[config.mk]
export PLATFORM = sky130hd
export DESIGN_NAME = button_conditioner
export DESIGN_NICKNAME = d
export VERILOG_FILES = /design/src/rtl/button_conditioner.sv
export SDC_FILE = /design/constraint.sdc
export NUM_CORES = 1
export LEC_CHECK = 0
export BUFFER_PORTS_ARGS = -buffer_cell sky130_fd_sc_hd__buf_4
export CAP_MARGIN = 20
export CORE_UTILIZATION = 45
export CTS_CLUSTER_DIAMETER = 80
export DETAILED_ROUTE_END_ITERATION = 12
export RECOVER_POWER = 100
export SYNTH_ARGS = -nofsm -noshare
export SYNTH_HDL_FRONTEND = slang
export SYNTH_SLANG_ARGS = --single-unit
export TNS_END_PERCENT = 20
[constraint.sdc]
create_clock -name clock -period 2.1 [get_ports clock]
set_input_delay 0.105 -clock clock [delete_from_list [all_inputs] [get_ports clock]]
set_output_delay 0.105 -clock clock [all_outputs]
set_load 0.05 [all_outputs]
[src/rtl/button_conditioner.sv]
// Synchronises and debounces raw active-low buttons; emits clean levels plus press/release pulses.
// Define BUTTON_HOLD_REPEAT_EN to add hold-to-repeat press pulses.
module button_conditioner #(
  parameter int NUM_BUTTONS     = 3,
  parameter int DEBOUNCE_CYCLES = 500000,
  parameter int REPEAT_DELAY    = 25000000,
  parameter int REPEAT_PERIOD   = 5000000
) (
  input  logic                   clock,
  input  logic                   reset,
  input  logic [NUM_BUTTONS-1:0] buttonIn_n,
  output logic [NUM_BUTTONS-1:0] buttonLevel_n,
  output logic [NUM_BUTTONS-1:0] pressPulse,
  output logic [NUM_BUTTONS-1:0] releasePulse
);

  localparam int CntWidth = (DEBOUNCE_CYCLES > 1) ? $clog2(DEBOUNCE_CYCLES) : 1;
  localparam logic [CntWidth-1:0] CntLast = CntWidth'(DEBOUNCE_CYCLES - 1);

`ifdef BUTTON_HOLD_REPEAT_EN
  localparam int RptMax   = (REPEAT_DELAY > REPEAT_PERIOD) ? REPEAT_DELAY : REPEAT_PERIOD;
  localparam int RptWidth = $clog2(RptMax) + 1;
  localparam logic [RptWidth-1:0] RptFirst = RptWidth'(REPEAT_DELAY - 1);
  localparam logic [RptWidth-1:0] RptNext  = RptWidth'(REPEAT_PERIOD - 1);
`endif

  if (DEBOUNCE_CYCLES < 1 || REPEAT_DELAY < 1 || REPEAT_PERIOD < 1) begin : gBadParams
    $error("button_conditioner: DEBOUNCE_CYCLES, REPEAT_DELAY and REPEAT_PERIOD must be >= 1");
  end

  logic [NUM_BUTTONS-1:0] sync1;
  logic [NUM_BUTTONS-1:0] sync2;

  always_ff @(posedge clock) begin
    if (reset) begin
      sync1 <= '1;
      sync2 <= '1;
    end else begin
      sync1 <= buttonIn_n;
      sync2 <= sync1;
    end
  end

  for (genvar i = 0; i < NUM_BUTTONS; i++) begin : gChan
    logic                stableQ;
    logic                pressQ;
    logic                releaseQ;
    logic [CntWidth-1:0] cnt;
    logic                accept;
    logic                repeatDue;

    assign accept = (sync2[i] != stableQ) && (cnt == CntLast);

`ifdef BUTTON_HOLD_REPEAT_EN
    // Down-counter reloads on each due repeat; an accepted edge (either way) takes priority.
    logic [RptWidth-1:0] rptCnt;

    assign repeatDue = !stableQ && !accept && (rptCnt == '0);

    always_ff @(posedge clock) begin
      if (reset) begin
        rptCnt <= '0;
      end else if (accept) begin
        rptCnt <= sync2[i] ? '0 : RptFirst;
      end else if (!stableQ) begin
        rptCnt <= (rptCnt == '0) ? RptNext : rptCnt - 1'b1;
      end
    end
`else
    assign repeatDue = 1'b0;
`endif

    always_ff @(posedge clock) begin
      if (reset) begin
        stableQ  <= 1'b1;
        cnt      <= '0;
        pressQ   <= 1'b0;
        releaseQ <= 1'b0;
      end else begin
        pressQ   <= 1'b0;
        releaseQ <= 1'b0;
        if (sync2[i] == stableQ) begin
          cnt <= '0;
        end else if (cnt == CntLast) begin
          stableQ  <= sync2[i];
          cnt      <= '0;
          pressQ   <= ~sync2[i];
          releaseQ <= sync2[i];
        end else begin
          cnt <= cnt + 1'b1;
        end
        if (repeatDue) begin
          pressQ <= 1'b1;
        end
      end
    end

    assign buttonLevel_n[i] = stableQ;
    assign pressPulse[i]    = pressQ;
    assign releasePulse[i]  = releaseQ;
  end

endmodule

==> impl_metrics.py, run 1 <==
metrics = {
    "outcome": {
        "status": "finished, final reports clean",
    },
    "floorplanning": {
        "die_h_um": 86.2,
        "die-area_um2": 7430,
        "rows": 30,
        "boundaryPins": 14,
        "start_util_pct": 46.7,
        "core-area_um2": 6830,
        "die_x_um": 86.2,
    },
    "sta": {
        "finalCritPeriodShare_pct": 90.5,
        "hold_slack_ps": 422,
        "finalMaxSlewViolations": 0,
        "period_needed_ps": 1900,
        "grt_setup_unrepaired": "no",
        "tightest_slew_ps": 601,
        "finalHoldViolations": 0,
        "maxSlewHeadroom_pct": 60.1,
        "clock.fmax_mhz": 526,
        "skew_ps": 10.8,
        "fin_setup_tns_ps": 0,
        "setup_viol": 0,
    },
    "route": {
        "wire_per_inst_um": 12.3,
        "drtIter0Drc": 61,
        "firstDrtPassIters": 5,
        "dr_total_vias": 2469,
        "route.detailed.drc": 0,
        "routed_wl_um": 5800,
        "avgViaCountPerCell": 5.25,
        "ant_nets": 0,
    },
    "global_route": {
        "grt_usage_pct": 17.5,
        "grt_max_degree": 18,
        "grt_pass1_vias": 2226,
        "grt_overflow": 0,
        "grt_pass1_wl_um": 10200,
        "grt_antenna_before_repair": 0,
    },
    "power": {
        "pwr-share-comb_pct": 1.3,
        "irDropWorstVdd_mv": 0.406,
        "seqPwrFrac_pct": 50.6,
        "power_switching_w": 0.000542,
        "total_power_w": 0.00272,
        "leakagePower_nw": 1.07,
        "power.share.switching_pct": 19.9,
        "pwr-share-clk_pct": 48.1,
        "p_int_w": 0.00218,
        "p_per_area_nw_per_um2": 765,
    },
    "setup_path": {
        "crit_chain": "ha_1 -> nand4_1 -> or4_1 -> or3_1 -> a21oi_1",
        "cp-end-kind": "flip-flop",
        "crit_family": "simple AND/OR/NAND/NOR gates",
        "cpPeakStageDelay_ps": 570,
        "cp_slowest_cell": "or4_1",
        "arrival_ps": 2170,
        "worstPathMaxFanout": 5,
        "timing_worst_setup_path_type": "flip-flop to flip-flop",
        "worstSetupStartpointType": "flip-flop",
        "required_ps": 2370,
        "cp_num_buf_inv": 0,
    },
    "synthesis": {
        "syn_area_per_cell_um2": 8.99,
        "ys_seq_area_share_pct": 45.2,
        "synth.distinct_cells": 38,
        "synth_area_um2": 3190,
        "ys_warn_count": 0,
        "ys_ff_latch": 72,
        "syn_nets": 363,
        "netlist_instances": 355,
    },
    "clock_tree": {
        "clk_pin_slew_ps": 70,
        "cts.sinks": 72,
        "clock_latency_ps": 350,
        "cts_resized": 0,
        "cts_tree": "built",
        "htreeDepth": 3,
        "numCtsBuffers": 9,
        "clk_path_buf_depth": 2,
        "cts-root-buf": "clkbuf_8",
    },
    "flow_run": {
        "max_cap_violations": 0,
    },
    "final_layout": {
        "final_net_count": 377,
        "drive_above_1_share_pct": 9.36,
        "synthToLayoutAreaGrowth_pct": 11.5,
        "n_antenna_cell": 0,
    },
    "place": {
        "io_buffers": 13,
        "gp_congestion": 0.811,
        "dp_hpwl_um": 4090,
    },
    "worst_hold_path": {
        "hp-class": "flip-flop to flip-flop",
    },
}
-- power groups by stage --
| stage | Clock, W | Combinational, W | Sequential (W) |
|---|---|---|---|
| floorplan | 0 | 0.0000205 | 0.00141 |
| global placement | 0 | 0.0000333 | 0.00141 |
| detailed placement | 0 | 0.0000339 | 0.00141 |
| CTS | 0.00134 | 0.0000397 | 0.00138 |
| global route | 0.00140 | 0.0000410 | 0.00138 |
| finish | 0.00131 | 0.0000364 | 0.00138 |
-- final timing paths --
kind         cells past startpoint             from  slack (ps)          endpoint
min reg2reg                      1         sync1[0]         420          sync2[0]
min                              1         sync1[0]         420          sync2[0]
max reg2reg                      5  gChan[2].cnt[0]         200  gChan[2].cnt[18]
max                              5  gChan[2].cnt[0]         200  gChan[2].cnt[18]
-- per-layer routing --
layer  GRT usage (%)  vias up  routed length, µm
li1                -     1274                  -
met1            22.8     1139               2840
met2            27.4       44               2630
met3            4.95       12                230
met4            6.97        0                102
met5               0        -                  0
-- registers in the layout, indices dropped and copies added, names as in the netlist --
name and cells:
sync2 3, gChan.cnt 57, sync1 3, gChan.stableQ 3
gChan.pressQ 3, gChan.releaseQ 3
-- logic make-up after synthesis --
| family | synth area share [%] |
|---|---|
| AND/OR/NAND/NOR | 31.8 |
| multiplexers | 0.314 |
| buffers and inverters | 4.78 |
| AO/OA/AOI/OAI | 4.43 |
| flip-flops | 45.2 |
| XOR/XNOR | 12.3 |
| adder cells (fa/ha/maj) | 1.18 |
-- cell type report --
cell class / count / area, µm²
inverters: 8 / 30.0
repair buffers: 24 / 139
clock inverters: 7 / 120
multi-input cells: 254 / 1580
well taps: 96 / 120
fillers: 678 / 3270
clock buffers: 9 / 124
flip-flops and latches: 72 / 1440
-- cell usage after synthesis, drive strengths merged --
master	n	area, µm²
clkbuf	6	22.5
nor2	52	195
a31o	1	8.76
nand4	23	150
and2	3	18.8
and4	12	108
nand3	24	133
o31ai	3	22.5
inv	8	30.0
xnor2	20	175
or4b	1	10.0
and3	2	12.5
mux2i	1	10.0
or2	6	37.5
or4	5	37.5
ha	3	37.5
xor2	25	219
nor4b	6	52.6
nand2	19	71.3
o21bai	1	11.3
nand4bb	1	11.3
buf	15	100
a31oi	1	6.26
nor3b	1	7.51
nor2b	1	6.26
a21oi	8	40.0
dfxtp	72	1440
or3	5	31.3
o21ai	9	52.6
nor3	10	50.1
nor4	9	62.6
nor4bb	2	20.0
-- stage by stage --
step	instance area (µm²)	setup slack (ps)	util, %	instances
after floorplan	3190	345	-	355
after global placement	3340	291	48.9	450
after detailed placement	3340	243	48.9	450
after CTS	3620	223	53.0	470
after global routing	3560	33.4	52.1	470
final	3560	199	52.1	470
-- cell usage in the layout (no fill, tap or decap), types with 5 or more instances in the layout --
cell type	instances
clkbuf_1	13
nand3_1	23
nor2_1	52
and4_1	10
a21oi_1	8
inv_1	8
or2_2	6
dfxtp_1	72
nor4_1	8
xor2_1	25
o21ai_0	9
nand2_1	19
nor4b_1	6
buf_4	6
or4_1	5
nor3_1	10
nand4_1	23
or3_1	5
clkbuf_8	9
xnor2_1	20
-- repair_timing --
action                                 CTS  global route
setup buffers                            0             0
endpoints found under the hold margin    5             0
hold buffers                             4             0
-- worst register-to-register path: stages (launching register included) --
cell and delay [ps]:
dfxtp_1 370, ha_1 230, nand4_1 200, or4_1 570, or3_1 320, a21oi_1 150
Note: power is estimated with default switching activity, not from simulation.
==> run 2, diff against run 1 <==
--- a/config.mk
+++ b/config.mk
@@ -7,6 +7,7 @@
 export LEC_CHECK = 0
 export BUFFER_PORTS_ARGS = -buffer_cell sky130_fd_sc_hd__buf_4
 export CAP_MARGIN = 20
+export CORE_ASPECT_RATIO = 1.4
 export CORE_UTILIZATION = 45
 export CTS_CLUSTER_DIAMETER = 80
 export DETAILED_ROUTE_END_ITERATION = 12
==> run 2 against run 1 <==
Largest cell class unchanged. Maximum frequency up 0.97%. Critical path type unchanged. Flip-flop and latch count unchanged. Cell count shrank 0.43%.
==> impl_metrics.py, run 2 (synthesis gave the netlist of run 1 again) <==
metrics = {
    "sta": {
        "tightest_slew_ps": 610,
        "clock.fmax_mhz": 531,
        "finalCritPeriodShare_pct": 89.6,
        "maxSlewHeadroom_pct": 59.5,
        "setup_viol": 0,
        "grt_setup_unrepaired": "no",
        "skew_ps": 10.1,
        "fin_setup_tns_ps": 0,
        "finalMaxSlewViolations": 0,
        "finalHoldViolations": 0,
        "period_needed_ps": 1880,
    },
    "final_layout": {
        "drive_above_1_share_pct": 9.38,
        "largest_reg_flops": 57,
        "mostFrequentLayoutCells": "72 x dfxtp_1, 52 x nor2_1, 25 x xor2_1",
        "layout.cells.most_common": "dfxtp_1",
        "synthToLayoutAreaGrowth_pct": 10.2,
        "n_antenna_cell": 0,
        "nFillCells": 695,
        "final_net_count": 376,
        "design_area_um2": 3520,
        "finalNonFillerCells": 468,
        "top_register": "gChan.cnt",
    },
    "floorplanning": {
        "start_util_pct": 46.3,
        "boundaryPins": 14,
        "core-area_um2": 6890,
        "die_h_um": 102,
        "die_x_um": 73.2,
        "rows": 36,
        "die-area_um2": 7440,
    },
    "place": {
        "dp_hpwl_um": 4140,
        "gp_congestion": 0.807,
        "io_buffers": 13,
        "place_inst": 448,
        "post_dp_cell_area_um2": 3330,
    },
    "flow_run": {
        "max_cap_violations": 0,
    },
    "global_route": {
        "grt_usage_pct": 17.7,
        "grt_max_degree": 18,
        "grt_antenna_before_repair": 0,
        "grt_pass1_vias": 2252,
        "grt_pass1_wl_um": 10100,
        "grt_overflow": 0,
    },
    "route": {
        "wire_per_inst_um": 12.3,
        "avgViaCountPerCell": 5.15,
        "dr_total_vias": 2412,
        "firstDrtPassIters": 4,
        "route.detailed.drc": 0,
        "drtIter0Drc": 88,
        "ant_nets": 0,
        "routed_wl_um": 5760,
    },
    "setup_path": {
        "reg2reg_from": "gChan[2].cnt[0]",
        "cp_slowest_cell": "or4_1",
        "worstSetupStartpointType": "flip-flop",
        "cpPeakStageDelay_ps": 570,
        "timing_worst_setup_path_type": "flip-flop to flip-flop",
        "arrival_ps": 2170,
        "required_ps": 2390,
        "r2r_cells": 5,
        "worstPathMaxFanout": 5,
        "r2r-end": "gChan[2].cnt[18]",
        "crit_chain": "ha_1 -> nand4_1 -> or4_1 -> or3_1 -> a21oi_1",
        "cp-end-kind": "flip-flop",
        "setup.worst_path.start": "gChan[2].cnt[0]",
        "reg2reg_slack_ps": 220,
    },
    "clock_tree": {
        "clock_latency_ps": 350,
        "clk_pin_slew_ps": 80,
        "htreeDepth": 3,
        "cts-root-buf": "clkbuf_8",
        "cts_resized": 0,
        "cts.sinks": 72,
        "clk_path_buf_depth": 2,
        "cts_tree": "built",
        "numCtsBuffers": 9,
    },
    "power": {
        "leakagePower_nw": 1.05,
        "p_per_area_nw_per_um2": 721,
        "irDropWorstVdd_mv": 0.454,
    },
    "worst_hold_path": {
        "holdPathStages": 1,
        "hp-class": "flip-flop to flip-flop",
        "hold_start": "sync1[0]",
        "min_to": "sync2[0]",
    },
    "outcome": {
        "status": "finished, final reports clean",
    },
}
==> run 2: changes by cell type in the layout (fill, tap and decap cells not counted), sizes merged <==
cell      delta
clkbuf       +3
clkinvlp     +2
clkinv       -3
bufinv       -2
buf          -1
==> run 2: what timing repair did <==
item,in CTS,in global routing
setup endpoints to repair,0,0
setup buffers,0,0
endpoints found under the hold margin,5,0
hold buffers,4,0
==> run 2: worst max path at each step <==
stage	endpoint	depth (start not counted)	slack [ps]
2_1_floorplan	gChan[2].cnt[18]	5	350
3_3_place_gp	gChan[2].cnt[18]	5	290
3_5_place_dp	gChan[2].cnt[18]	5	240
4_1_cts	gChan[2].cnt[18]	5	240
5_1_grt	gChan[0].cnt[15]	6	70
6_report	gChan[2].cnt[18]	5	220
==> run 2: layout make-up <==
| cell class | instances | area, µm² | area share [%] |
|---|---|---|---|
| Tap cell | 95 | 119 | 3.38 |
| Timing Repair Buffer | 23 | 134 | 3.81 |
| Inverter | 8 | 30.0 | 0.854 |
| Sequential cell | 72 | 1440 | 41.0 |
| Clock buffer | 12 | 155 | 4.41 |
| Clock inverter | 4 | 52.6 | 1.49 |
| Multi-Input combinational cell | 254 | 1580 | 45.1 |
==> run 2: critical path, delay by kind of cell (launching register included) <==
family,cells,cell delay [ps]
simple gates,3,1080
fa+ha+maj,1,230
compound gates,1,140
flops,1,370
==> run 2: per-stage QoR <==
stage / power (W) / setup WS, ps / hold WS (ps) / utilization (%)
floorplan: 0.00143 / 345 / 209 / -
global placement: 0.00144 / 291 / 295 / 48.3
detailed placement: 0.00144 / 245 / 295 / 48.3
CTS: 0.00258 / 236 / 424 / 51.9
global route: 0.00263 / 65.9 / 440 / 51.0
finish: 0.00254 / 217 / 420 / 51.0
==> run 2: power by group <==
part	switching, W	total, W	internal, W
Sequential	0.00000474	0.00138	0.00137
Clock	0.000510	0.00112	0.000613
Combinational	0.0000189	0.0000357	0.0000168
Total	0.000534	0.00254	0.00200
==> run 2: routing by layer <==
metal | GRT usage [%] | part of all wire, % | vias up
met5 | 0 | 0 | -
met4 | 8.60 | 2.4 | 0
met3 | 5.77 | 3.0 | 12
met2 | 27.3 | 45 | 25
met1 | 22.0 | 49 | 1108
li1 | - | - | 1267
==> run 3, diff against run 2 <==
==> constraint.sdc (replaced) <==
create_clock -name clock -period 2.1 [get_ports clock]
set_input_delay 0.63 -clock clock [delete_from_list [all_inputs] [get_ports clock]]
set_output_delay 0.63 -clock clock [all_outputs]
set_load 0.05 [all_outputs]
==> run 3 against run 2 <==
Non-clock buffer count fell by 3. Critical endpoint is now gChan[0].cnt[12]. Design area shrank 0.57%. Power increased by 2.4%. Clock-buffer cell count is 2 lower.
==> impl_metrics.py, run 3 (synthesis gave the netlist of run 1 again) <==
metrics = {
    "outcome": {
        "status": "finished, final reports clean",
    },
    "sta": {
        "skew_ps": 5.10,
        "period_needed_ps": 1880,
        "finalHoldViolations": 0,
        "setup_viol": 0,
        "clock.fmax_mhz": 532,
        "finalMaxSlewViolations": 0,
        "fin_setup_tns_ps": 0,
        "grt_setup_unrepaired": "no",
        "tightest_slew_ps": 611,
        "maxSlewHeadroom_pct": 59.4,
        "finalCritPeriodShare_pct": 89.5,
    },
    "setup_path": {
        "timing_worst_setup_path_type": "flip-flop to flip-flop",
        "crit_chain": "ha_1 -> and4_1 -> nand4_1 -> o21bai_2 -> clkbuf_2 -> nor2_1",
        "worstSetupStartpointType": "flip-flop",
        "required_ps": 2320,
        "cpPeakStageDelay_ps": 400,
        "cp-end-kind": "flip-flop",
        "cp_slowest_cell": "dfxtp_1",
        "worstPathMaxFanout": 17,
        "arrival_ps": 2100,
    },
    "clock_tree": {
        "cts_resized": 0,
        "clock_latency_ps": 340,
        "clk_path_buf_depth": 2,
        "clk_pin_slew_ps": 70,
        "numCtsBuffers": 9,
        "cts_tree": "built",
        "cts.sinks": 72,
        "cts-root-buf": "clkbuf_8",
        "hold_buffers": 0,
        "postCtsSetupBuffers": 0,
        "htreeDepth": 3,
    },
    "global_route": {
        "grt_usage_pct": 17.5,
        "grt_pass1_vias": 2227,
        "grt_max_degree": 18,
        "grt_antenna_before_repair": 0,
        "grt_overflow": 0,
        "grt_pass1_wl_um": 9970,
    },
    "final_layout": {
        "final_util_pct": 50.7,
        "final_net_count": 373,
        "synthToLayoutAreaGrowth_pct": 9.53,
        "top_register": "gChan.cnt",
        "drive_above_1_share_pct": 9.49,
        "design_area_um2": 3500,
        "mostFrequentLayoutCells": "72 x dfxtp_1, 52 x nor2_1, 25 x xor2_1",
        "largest_reg_flops": 57,
        "layout.cells.most_common": "dfxtp_1",
        "n_antenna_cell": 0,
    },
    "worst_hold_path": {
        "hp-class": "flip-flop to flip-flop",
    },
    "place": {
        "gp_congestion": 0.808,
        "post_dp_cell_area_um2": 3340,
        "dp_hpwl_um": 4130,
        "io_buffers": 13,
    },
    "floorplanning": {
        "rows": 36,
        "die_h_um": 102,
        "core-area_um2": 6890,
        "die-area_um2": 7440,
        "start_util_pct": 46.3,
        "boundaryPins": 14,
        "die_x_um": 73.2,
    },
    "power": {
        "total_power_w": 0.00260,
        "leakagePower_nw": 1.05,
        "p_per_area_nw_per_um2": 742,
        "irDropWorstVdd_mv": 0.517,
    },
    "route": {
        "routed_wl_um": 5830,
        "avgViaCountPerCell": 5.33,
        "drtIter0Drc": 136,
        "dr_total_vias": 2474,
        "ant_nets": 0,
        "firstDrtPassIters": 4,
        "route.detailed.drc": 0,
        "wire_per_inst_um": 12.6,
    },
    "flow_run": {
        "max_cap_violations": 0,
    },
}
run 3: cell types whose count changed in the layout (fill, tap and decap cells not counted), sizes merged:
cell,previous run,this run
dlygate4sd3,4,0
clkinv,0,2
clkbuf,26,25
clkinvlp,3,1
bufinv,1,2
run 3: final timing paths:
path | to | startpoint | depth (start not counted) | slack, ps
setup reg to reg | gChan[0].cnt[12] | gChan[0].cnt[0] | 6 | 220
hold / removal | sync2[0] | sync1[0] | 1 | 420
hold reg to reg | sync2[0] | sync1[0] | 1 | 420
setup / recovery | gChan[0].cnt[12] | gChan[0].cnt[0] | 6 | 220
run 3: layer usage:
layer	share of wire, %	global-route usage, %
met1	49	21.9
met2	46	27.1
met3	3.5	5.17
met4	1.7	8.60
met5	0	0
run 3: where the power goes:
part	leakage, nW	switching, W	internal [W]	total (W)
registers	0.581	0.00000478	0.00137	0.00138
logic	0.365	0.0000178	0.0000119	0.0000297
clock network	0.108	0.000495	0.000694	0.00119
run 3: area by class of cell:
type / instances / area, µm²
clock inverter: 5 / 81.3
timing repair buffer: 20 / 96.3
fill: 711 / 3400
sequential: 72 / 1440
multi-input combinational: 254 / 1590
clock buffer: 10 / 138
tap: 95 / 119
inverter: 8 / 30.0
run 3: per-stage QoR:
step / hold WS [ps] / cells / setup WS [ps]
finish: 421 / 464 / 220
global placement: 398 / 449 / 290
floorplan: 389 / 355 / 345
CTS: 423 / 464 / 212
global route: 424 / 464 / 61.0
detailed placement: 404 / 449 / 232
run 3: critical path, delay by kind of cell (launching register included):
kind | cells | cell delay (ps)
AO/OA/AOI/OAI | 1 | 180
adder cells (fa/ha/maj) | 1 | 250
buffers and inverters | 1 | 330
flip-flops | 1 | 400
AND/OR/NAND/NOR | 3 | 600
